**src/rtl/plb_reset_requester_pkg.sv**
```systemverilog
// Shared encodings for the board reset requester: reset cause codes (also read by the
// boot-status logic) and requester FSM states, plus the cause priority selector.
package plb_reset_requester_pkg;

  typedef enum logic [1:0] {
    CAUSE_NONE = 2'b00,
    CAUSE_WD   = 2'b01,
    CAUSE_SW   = 2'b10,
    CAUSE_EXT  = 2'b11
  } cause_e;

  typedef enum logic [1:0] {
    ST_IDLE     = 2'b00,
    ST_ASSERT   = 2'b01,
    ST_WAIT_ACK = 2'b10,
    ST_HOLDOFF  = 2'b11
  } state_e;

  // Simultaneous sources resolve as external > software > watchdog.
  function automatic cause_e cause_select(input logic ext, input logic sw, input logic wd);
    cause_e c;
    if (ext) begin
      c = CAUSE_EXT;
    end else if (sw) begin
      c = CAUSE_SW;
    end else if (wd) begin
      c = CAUSE_WD;
    end else begin
      c = CAUSE_NONE;
    end
    return c;
  endfunction

endpackage

```
**src/rtl/reset_debounce_sync.sv**
```systemverilog
// Pushbutton conditioning: 2-FF synchroniser followed by a stability counter; emits a
// one-cycle pulse on each debounced high->low transition.
module reset_debounce_sync #(
  parameter int DEB_CYC = 256
) (
  input  logic i_clk,
  input  logic i_rst_n,
  input  logic i_async_n,
  output logic o_fall
);

  localparam int DEB_W = $clog2(DEB_CYC) + 1;

  logic             r_sync1;
  logic             r_sync2;
  logic             r_stable;
  logic [DEB_W-1:0] r_cnt;
  logic             r_fall;

  // Synchronise, then accept a new level only after DEB_CYC consecutive differing samples.
  always_ff @(posedge i_clk or negedge i_rst_n) begin
    if (!i_rst_n) begin
      r_sync1  <= 1'b1;
      r_sync2  <= 1'b1;
      r_stable <= 1'b1;
      r_cnt    <= {DEB_W{1'b0}};
      r_fall   <= 1'b0;
    end else begin
      r_sync1 <= i_async_n;
      r_sync2 <= r_sync1;
      if (r_sync2 != r_stable) begin
        if (r_cnt == DEB_W'(DEB_CYC - 1)) begin
          r_stable <= r_sync2;
          r_cnt    <= {DEB_W{1'b0}};
          r_fall   <= r_stable & ~r_sync2;
        end else begin
          r_cnt  <= r_cnt + DEB_W'(1);
          r_fall <= 1'b0;
        end
      end else begin
        r_cnt  <= {DEB_W{1'b0}};
        r_fall <= 1'b0;
      end
    end
  end

  assign o_fall = r_fall;

endmodule

```
**src/rtl/plb_reset_requester.sv**
```systemverilog
// Board reset initiator: watchdog, software and pushbutton sources drive an active-low
// reset request to the reset generator and wait for RSTPLB; the last cause is kept sticky.
module plb_reset_requester
  import plb_reset_requester_pkg::*;
#(
  parameter int CNT_W       = 24,
  parameter int PULSE_CYC   = 16,
  parameter int ACK_TO      = 1024,
  parameter int HOLDOFF_CYC = 64,
  parameter int DEB_CYC     = 256,
  parameter int WARN_CYC    = 1024
) (
  input  logic             CLKPLB,
  input  logic             async_fpga_rst_n,
  input  logic             RSTPLB,
  input  logic             wd_enable,
  input  logic             wd_kick,
  input  logic [CNT_W-1:0] wd_timeout_val,
  input  logic             sw_rst_req,
  input  logic             ext_rst_req_n,
  input  logic             cause_clr,
  output logic             rst_req_n,
  output logic [1:0]       rst_cause,
  output logic             ack_err,
  output logic [CNT_W-1:0] wd_count,
  output logic             wd_warn
);

  localparam int CYC_MAX_A = (PULSE_CYC > ACK_TO) ? PULSE_CYC : ACK_TO;
  localparam int CYC_MAX   = (CYC_MAX_A > HOLDOFF_CYC) ? CYC_MAX_A : HOLDOFF_CYC;
  localparam int CYC_W     = $clog2(CYC_MAX) + 1;

  state_e           r_state;
  state_e           w_state_nxt;
  logic [CYC_W-1:0] r_cyc;
  logic [CYC_W-1:0] w_cyc_nxt;
  logic [CNT_W-1:0] r_wd_count;
  logic [CNT_W-1:0] w_wd_count_nxt;
  logic             r_wd_en_d;
  logic             r_wd_warn;
  logic             r_rst_req_n;
  cause_e           r_cause;
  logic             r_ack_err;
  logic             w_ack_to;
  logic             w_ext_fall;
  logic             w_in_idle;
  logic             w_holdoff_done;
  logic             w_wd_load;
  logic             w_wd_dec;
  logic             w_wd_trig;
  logic             w_any_trig;
  logic             w_latch;

  reset_debounce_sync #(
    .DEB_CYC(DEB_CYC)
  ) u_ext_deb (
    .i_clk    (CLKPLB),
    .i_rst_n  (async_fpga_rst_n),
    .i_async_n(ext_rst_req_n),
    .o_fall   (w_ext_fall)
  );

  assign w_in_idle      = (r_state == ST_IDLE);
  assign w_holdoff_done = (r_state == ST_HOLDOFF) && !RSTPLB &&
                          (r_cyc == CYC_W'(HOLDOFF_CYC - 1));
  // A kick on the count's last cycle loads instead of letting the 1->0 step trigger.
  assign w_wd_load      = (w_in_idle && ((wd_enable && !r_wd_en_d) || wd_kick)) ||
                          (w_holdoff_done && wd_enable);
  assign w_wd_dec       = w_in_idle && wd_enable && (r_wd_count != {CNT_W{1'b0}});
  assign w_wd_trig      = w_wd_dec && (r_wd_count == CNT_W'(1)) && !w_wd_load;
  assign w_any_trig     = w_ext_fall | sw_rst_req | w_wd_trig;
  assign w_latch        = w_in_idle && w_any_trig;

  // Watchdog next count.
  always_comb begin
    w_wd_count_nxt = r_wd_count;
    if (w_wd_load) begin
      w_wd_count_nxt = wd_timeout_val;
    end else if (w_wd_dec) begin
      w_wd_count_nxt = r_wd_count - CNT_W'(1);
    end else begin
      w_wd_count_nxt = r_wd_count;
    end
  end

  // Request FSM next state and phase counter.
  always_comb begin
    w_state_nxt = r_state;
    w_cyc_nxt   = r_cyc;
    w_ack_to    = 1'b0;
    case (r_state)
      ST_IDLE: begin
        w_cyc_nxt = {CYC_W{1'b0}};
        if (w_any_trig) begin
          w_state_nxt = ST_ASSERT;
        end else begin
          w_state_nxt = ST_IDLE;
        end
      end
      ST_ASSERT: begin
        if (r_cyc == CYC_W'(PULSE_CYC - 1)) begin
          w_state_nxt = ST_WAIT_ACK;
          w_cyc_nxt   = {CYC_W{1'b0}};
        end else begin
          w_cyc_nxt = r_cyc + CYC_W'(1);
        end
      end
      ST_WAIT_ACK: begin
        if (RSTPLB) begin
          w_state_nxt = ST_HOLDOFF;
          w_cyc_nxt   = {CYC_W{1'b0}};
        end else if (r_cyc == CYC_W'(ACK_TO - 1)) begin
          w_state_nxt = ST_HOLDOFF;
          w_cyc_nxt   = {CYC_W{1'b0}};
          w_ack_to    = 1'b1;
        end else begin
          w_cyc_nxt = r_cyc + CYC_W'(1);
        end
      end
      ST_HOLDOFF: begin
        // Holdoff timing restarts whenever the generator still shows reset active.
        if (RSTPLB) begin
          w_cyc_nxt = {CYC_W{1'b0}};
        end else if (w_holdoff_done) begin
          w_state_nxt = ST_IDLE;
          w_cyc_nxt   = {CYC_W{1'b0}};
        end else begin
          w_cyc_nxt = r_cyc + CYC_W'(1);
        end
      end
      default: begin
        w_state_nxt = ST_IDLE;
        w_cyc_nxt   = {CYC_W{1'b0}};
      end
    endcase
  end

  // State, watchdog and registered outputs.
  always_ff @(posedge CLKPLB or negedge async_fpga_rst_n) begin
    if (!async_fpga_rst_n) begin
      r_state     <= ST_IDLE;
      r_cyc       <= {CYC_W{1'b0}};
      r_wd_count  <= {CNT_W{1'b0}};
      r_wd_en_d   <= 1'b0;
      r_wd_warn   <= 1'b0;
      r_rst_req_n <= 1'b1;
      r_cause     <= CAUSE_NONE;
      r_ack_err   <= 1'b0;
    end else begin
      r_state     <= w_state_nxt;
      r_cyc       <= w_cyc_nxt;
      r_wd_count  <= w_wd_count_nxt;
      r_wd_en_d   <= wd_enable;
      r_wd_warn   <= wd_enable && (w_wd_count_nxt != {CNT_W{1'b0}}) &&
                     (w_wd_count_nxt <= CNT_W'(WARN_CYC));
      r_rst_req_n <= !((w_state_nxt == ST_ASSERT) || (w_state_nxt == ST_WAIT_ACK));
      if (w_latch) begin
        r_cause <= cause_select(w_ext_fall, sw_rst_req, w_wd_trig);
      end else if (cause_clr) begin
        r_cause <= CAUSE_NONE;
      end else begin
        r_cause <= r_cause;
      end
      if (w_ack_to) begin
        r_ack_err <= 1'b1;
      end else if (cause_clr) begin
        r_ack_err <= 1'b0;
      end else begin
        r_ack_err <= r_ack_err;
      end
    end
  end

  assign rst_req_n = r_rst_req_n;
  assign rst_cause = r_cause;
  assign ack_err   = r_ack_err;
  assign wd_count  = r_wd_count;
  assign wd_warn   = r_wd_warn;

endmodule

```
**config.mk**
```make
export PLATFORM = sky130hd
export DESIGN_NAME = plb_reset_requester
export DESIGN_NICKNAME = d
export VERILOG_FILES = /design/src/rtl/plb_reset_requester_pkg.sv /design/src/rtl/reset_debounce_sync.sv /design/src/rtl/plb_reset_requester.sv
export SDC_FILE = /design/constraint.sdc
export NUM_CORES = 1
export LEC_CHECK = 0
export ABC_AREA = 1
export CAP_MARGIN = 20
export CORE_ASPECT_RATIO = 1.1
export CORE_MARGIN = 1.5
export CORE_UTILIZATION = 40
export DETAILED_ROUTE_END_ITERATION = 8
export GPL_ROUTABILITY_DRIVEN = 0
export PLACE_DENSITY = 0.72
export SETUP_SLACK_MARGIN = 0.05
export SLEW_MARGIN = 5
export SYNTH_ARGS = -nofsm -noshare
export SYNTH_HDL_FRONTEND = slang
export SYNTH_SLANG_ARGS = --single-unit
```
**constraint.sdc**
```tcl
create_clock -name CLKPLB -period 2.96 [get_ports CLKPLB]
set_input_delay 0.296 -clock CLKPLB [delete_from_list [all_inputs] [get_ports CLKPLB]]
set_output_delay 0.296 -clock CLKPLB [all_outputs]
set_load 0.02 [all_outputs]
```
==> impl_results.md <==
* Status: completed
* P_sw at 0.00179 W
* Core Area at 0.00887 sq mm
* Synth-to-layout area growth at 23.0%
* Worst setup path end: wd_warn
* Finished Layout Cells at 731
* Port bufs at 60
* Worst path bufs/invs at 2
* P_int at a little under 0.002 W
* Unrepaired setup endpoints after global routing: false
* Initial DRC count at 149
* Synth Register Bits at 56
* CP endpoint kind: flip-flop
* N_diodes at 0
* DR WL/cell at 12.8 um
* # setup viols final at 0
* Worst-case reg-to-reg path depth at 16
* Total grt overflow at 0
* Sequential share of power at 35.6%
* Slowest cell on the critical path: dfrtp_1
* Initial Utilization at 41.4%
* Final WS setup at 0.265 ns
* Final hold violation count at 0
* Die area at around 0.0098 sq mm
* Distinct cells, synth at 37
* Switching Share at 47.6%
* Count of TritonRoute iterations in the first routing pass at 4
* Yosys top cell area share at 35.4%
* GRT Total Usage at 20.3%
* Fin area at 0.00452 sq mm
* Number of cells on the critical path at 16
* Logic gate share of total power at around 53%
* Slew Limit Headroom at around 56%
* Initial antenna violation count at 0
* Avg Cell Area, Syn at around 6.6 sq um
* Clock transition at the registers of the reported paths at roughly 0.11 ns
* Dominant cell type by count on the critical path: nand2_1
* CTS Buffer Depth at 2
* Sequential fraction of the synthesis area at a little under two fifths
* Die X at 94.3 um
* Post-layout minimum cycle time at 2.69 ns
* Die H at ~100 um
* Detail Route Antenna Nets at 0
* Number of flops mapped to enable cells by yosys at 0
* Vias per cell at approximately 5
* Largest stage delay on the critical path at 0.46 ns
* Pin count of the biggest net entering global routing at 37
* Critical path type: reg2reg
* Synth top area cells: dfrtp_1, nand2_1, inv_1, nor2_1, nand3_1
* CTS tree: done
* Worst slack, placed at roughly 0.027 ns
* Worst setup path start: wd_count[0]
* PwrDens at 835 mW/mm^2
* Highest Clock Rate at 0.371 GHz
* Residual DRC at 0
* Maximum vdd ir drop at 0.000332 V
* Clock latency on the worst-skew pair at 0.31 ns
* Cells along the critical path: inv_2 > ha_4 > nand2_2 > nor2_4 > nand3_4 > nand2_8 > inv_4 > nand2_1 > nand3_1 > nand2_1 > nand2_1 > nor2_1 > nand2_1 > nor2_1 > nand2_1 > nor2_1
* Via count at 3645
* Cell area after synthesis at 0.00367 sq mm
* Worst hold-check path type: reg2reg
* Reg-to-reg slack, setup at 0.27 ns
* Post-synth ARST share at 100%
* Core Rows at 36
* Largest area contributor in the netlist: dfrtp_1
* DRT Wirelength at 9.33 mm
* Leak pwr at 2.14 nW
* DP Wirelength at 7.14 mm
* RR Startpoint: wd_count[0]
* Tcrit/Tclk final at 91.0%
* Cells after Synth at 553
* Clock power share at between 10% and 20%
* Power consumption at 0.00377 W
* CP required at around 3.2 ns
* Max Cap Violations at 0
* CP arrival at 2.95 ns
* TritonCTS buffer count at 5
* Global-route wire length before repair at between 15 and 20 mm
* Primary FF master, synth: dfrtp_1
* Post-Syn Nets at 591
* Io pins at 61
* Placed insts at 722
* RR Endpoint: wd_warn
* CTS Root Buffer Type: clkbuf_8
* Yosys Warn Count at 0
* H-tree levels at 2
* Type of origin of the critical path: flip-flop
* Layout Nets at between 600 and 700
* Crit path max-delay family: simple AND/OR/NAND/NOR gates
* Number of global-route vias before repair at 3370
* Max Slew Vio Count at 0
* Post-DP Area at 0.00439 sq mm
* Layout Skew at 0.0136 ns
* Worst-path maximum fanout at 23
* Hold Path Cell Cnt at 0
* Slew at the pin with the worst max-slew slack at roughly 0.67 ns
* TNS Setup at 0 ns
* Clock Sinks at 56
* Fraction of layout cells with a size suffix above 1 at 6.81%
worst min-delay path by stage:
stage | startpoint | end
floorplan | async_fpga_rst_n | ack_err
global placement | async_fpga_rst_n | u_ext_deb.r_cnt[5]
detailed placement | async_fpga_rst_n | u_ext_deb.r_cnt[4]
CTS | ext_rst_req_n | u_ext_deb.r_sync1
global route | u_ext_deb.r_sync1 | u_ext_deb.r_sync2
finish | u_ext_deb.r_sync1 | u_ext_deb.r_sync2
registers in the layout (all words and copies together) (netlist names):
signal and cells:
ack_err 1, r_cyc 11, r_state 2, r_wd_en_d 1, rst_cause 2, rst_req_n 1, u_ext_deb.o_fall 1, u_ext_deb.r_cnt 9
u_ext_deb.r_stable 1, u_ext_deb.r_sync1 1, u_ext_deb.r_sync2 1, wd_count 24, wd_warn 1
layer usage:
layer / up-vias / GRT usage (%) / share of wire (%)
met5: - / 0 / 0
met1: 1691 / 25.7 / 43
met2: 99 / 36.0 / 50
met4: 0 / 7.00 / 2.0
met3: 14 / 2.34 / 4.8
li1: 1841 / - / -
power by group through the flow:
| stage | sequential (W) | combinational [W] | clock (W) |
|---|---|---|---|
| after global routing | 0.00137 | 0.00224 | 0.000492 |
| after CTS | 0.00133 | 0.00196 | 0.000468 |
| after detailed placement | 0.00135 | 0.00195 | 0 |
| after floorplan | 0.00147 | 0.00109 | 0 |
| final | 0.00134 | 0.00198 | 0.000448 |
| after global placement | 0.00134 | 0.00192 | 0 |
cells in the final DEF, fill, tap and decap left out, types with 3 or more instances in the layout:
cell,Yosys,layout
dfrtp_1,52,52
nor2_1,78,78
clkdlybuf4s50_1,0,59
buf_4,0,3
a21oi_1,5,5
nor2_2,8,8
xnor2_1,5,5
nand2_1,179,179
nand4_1,10,10
nor3_1,4,4
or2_1,6,6
nand3_1,53,53
xor2_1,4,4
nand2_2,4,4
o21ai_0,17,17
dfstp_2,4,4
inv_1,80,79
or2_2,5,5
nand3b_1,8,8
clkbuf_8,0,5
ha_1,6,5
final cells by class:
| class | count | area [sq um] |
|---|---|---|
| clock buffers | 5 | 68.8 |
| clock inverters | 3 | 27.5 |
| fillers | 895 | 4360 |
| inverters | 82 | 313 |
| multi-input cells | 407 | 1930 |
| flip-flops and latches | 56 | 1410 |
| well taps | 114 | 143 |
| repair buffers | 64 | 628 |
kinds of logic (layout without fill, tap and decap cells):
kind of cell	Yosys count	count (layout)	share of synthesized area (%)
fa+ha+maj	6	6	2.04
flops	56	56	38.3
xor+xnor	9	9	2.15
simple gates	363	363	43.4
compound gates	29	29	4.40
buf+inv	90	154	9.68
metrics by stage:
stage,hold slack [ns],util (%)
3_5_place_dp,0.347,49.4
3_3_place_gp,0.349,49.4
2_1_floorplan,0.000409,-
4_1_cts,0.361,50.7
5_1_grt,0.372,50.9
6_report,0.369,50.9
synth_stat cells, types with 2 or more instances:
cell	number
a21oi_1	5
buf_2	6
dfrtp_1	52
dfstp_2	4
ha_1	6
inv_1	80
nand2_1	179
nand2_2	4
nand3_1	53
nand3b_1	8
nand4_1	10
nor2_1	78
nor2_2	8
nor3_1	4
nor3b_1	2
o21ai_0	17
or2_1	6
or2_2	5
xnor2_1	5
xor2_1	4
repair_timing:
action | 4_1_cts | 5_1_grt
hold buffers | 1 | 0
resized for setup | 1 | 5
endpoints found under the hold margin | 5 | 0
buffers inserted | 0 | 0
setup endpoints to repair | 1 | 1
Note: power is estimated with default switching activity, not from simulation.
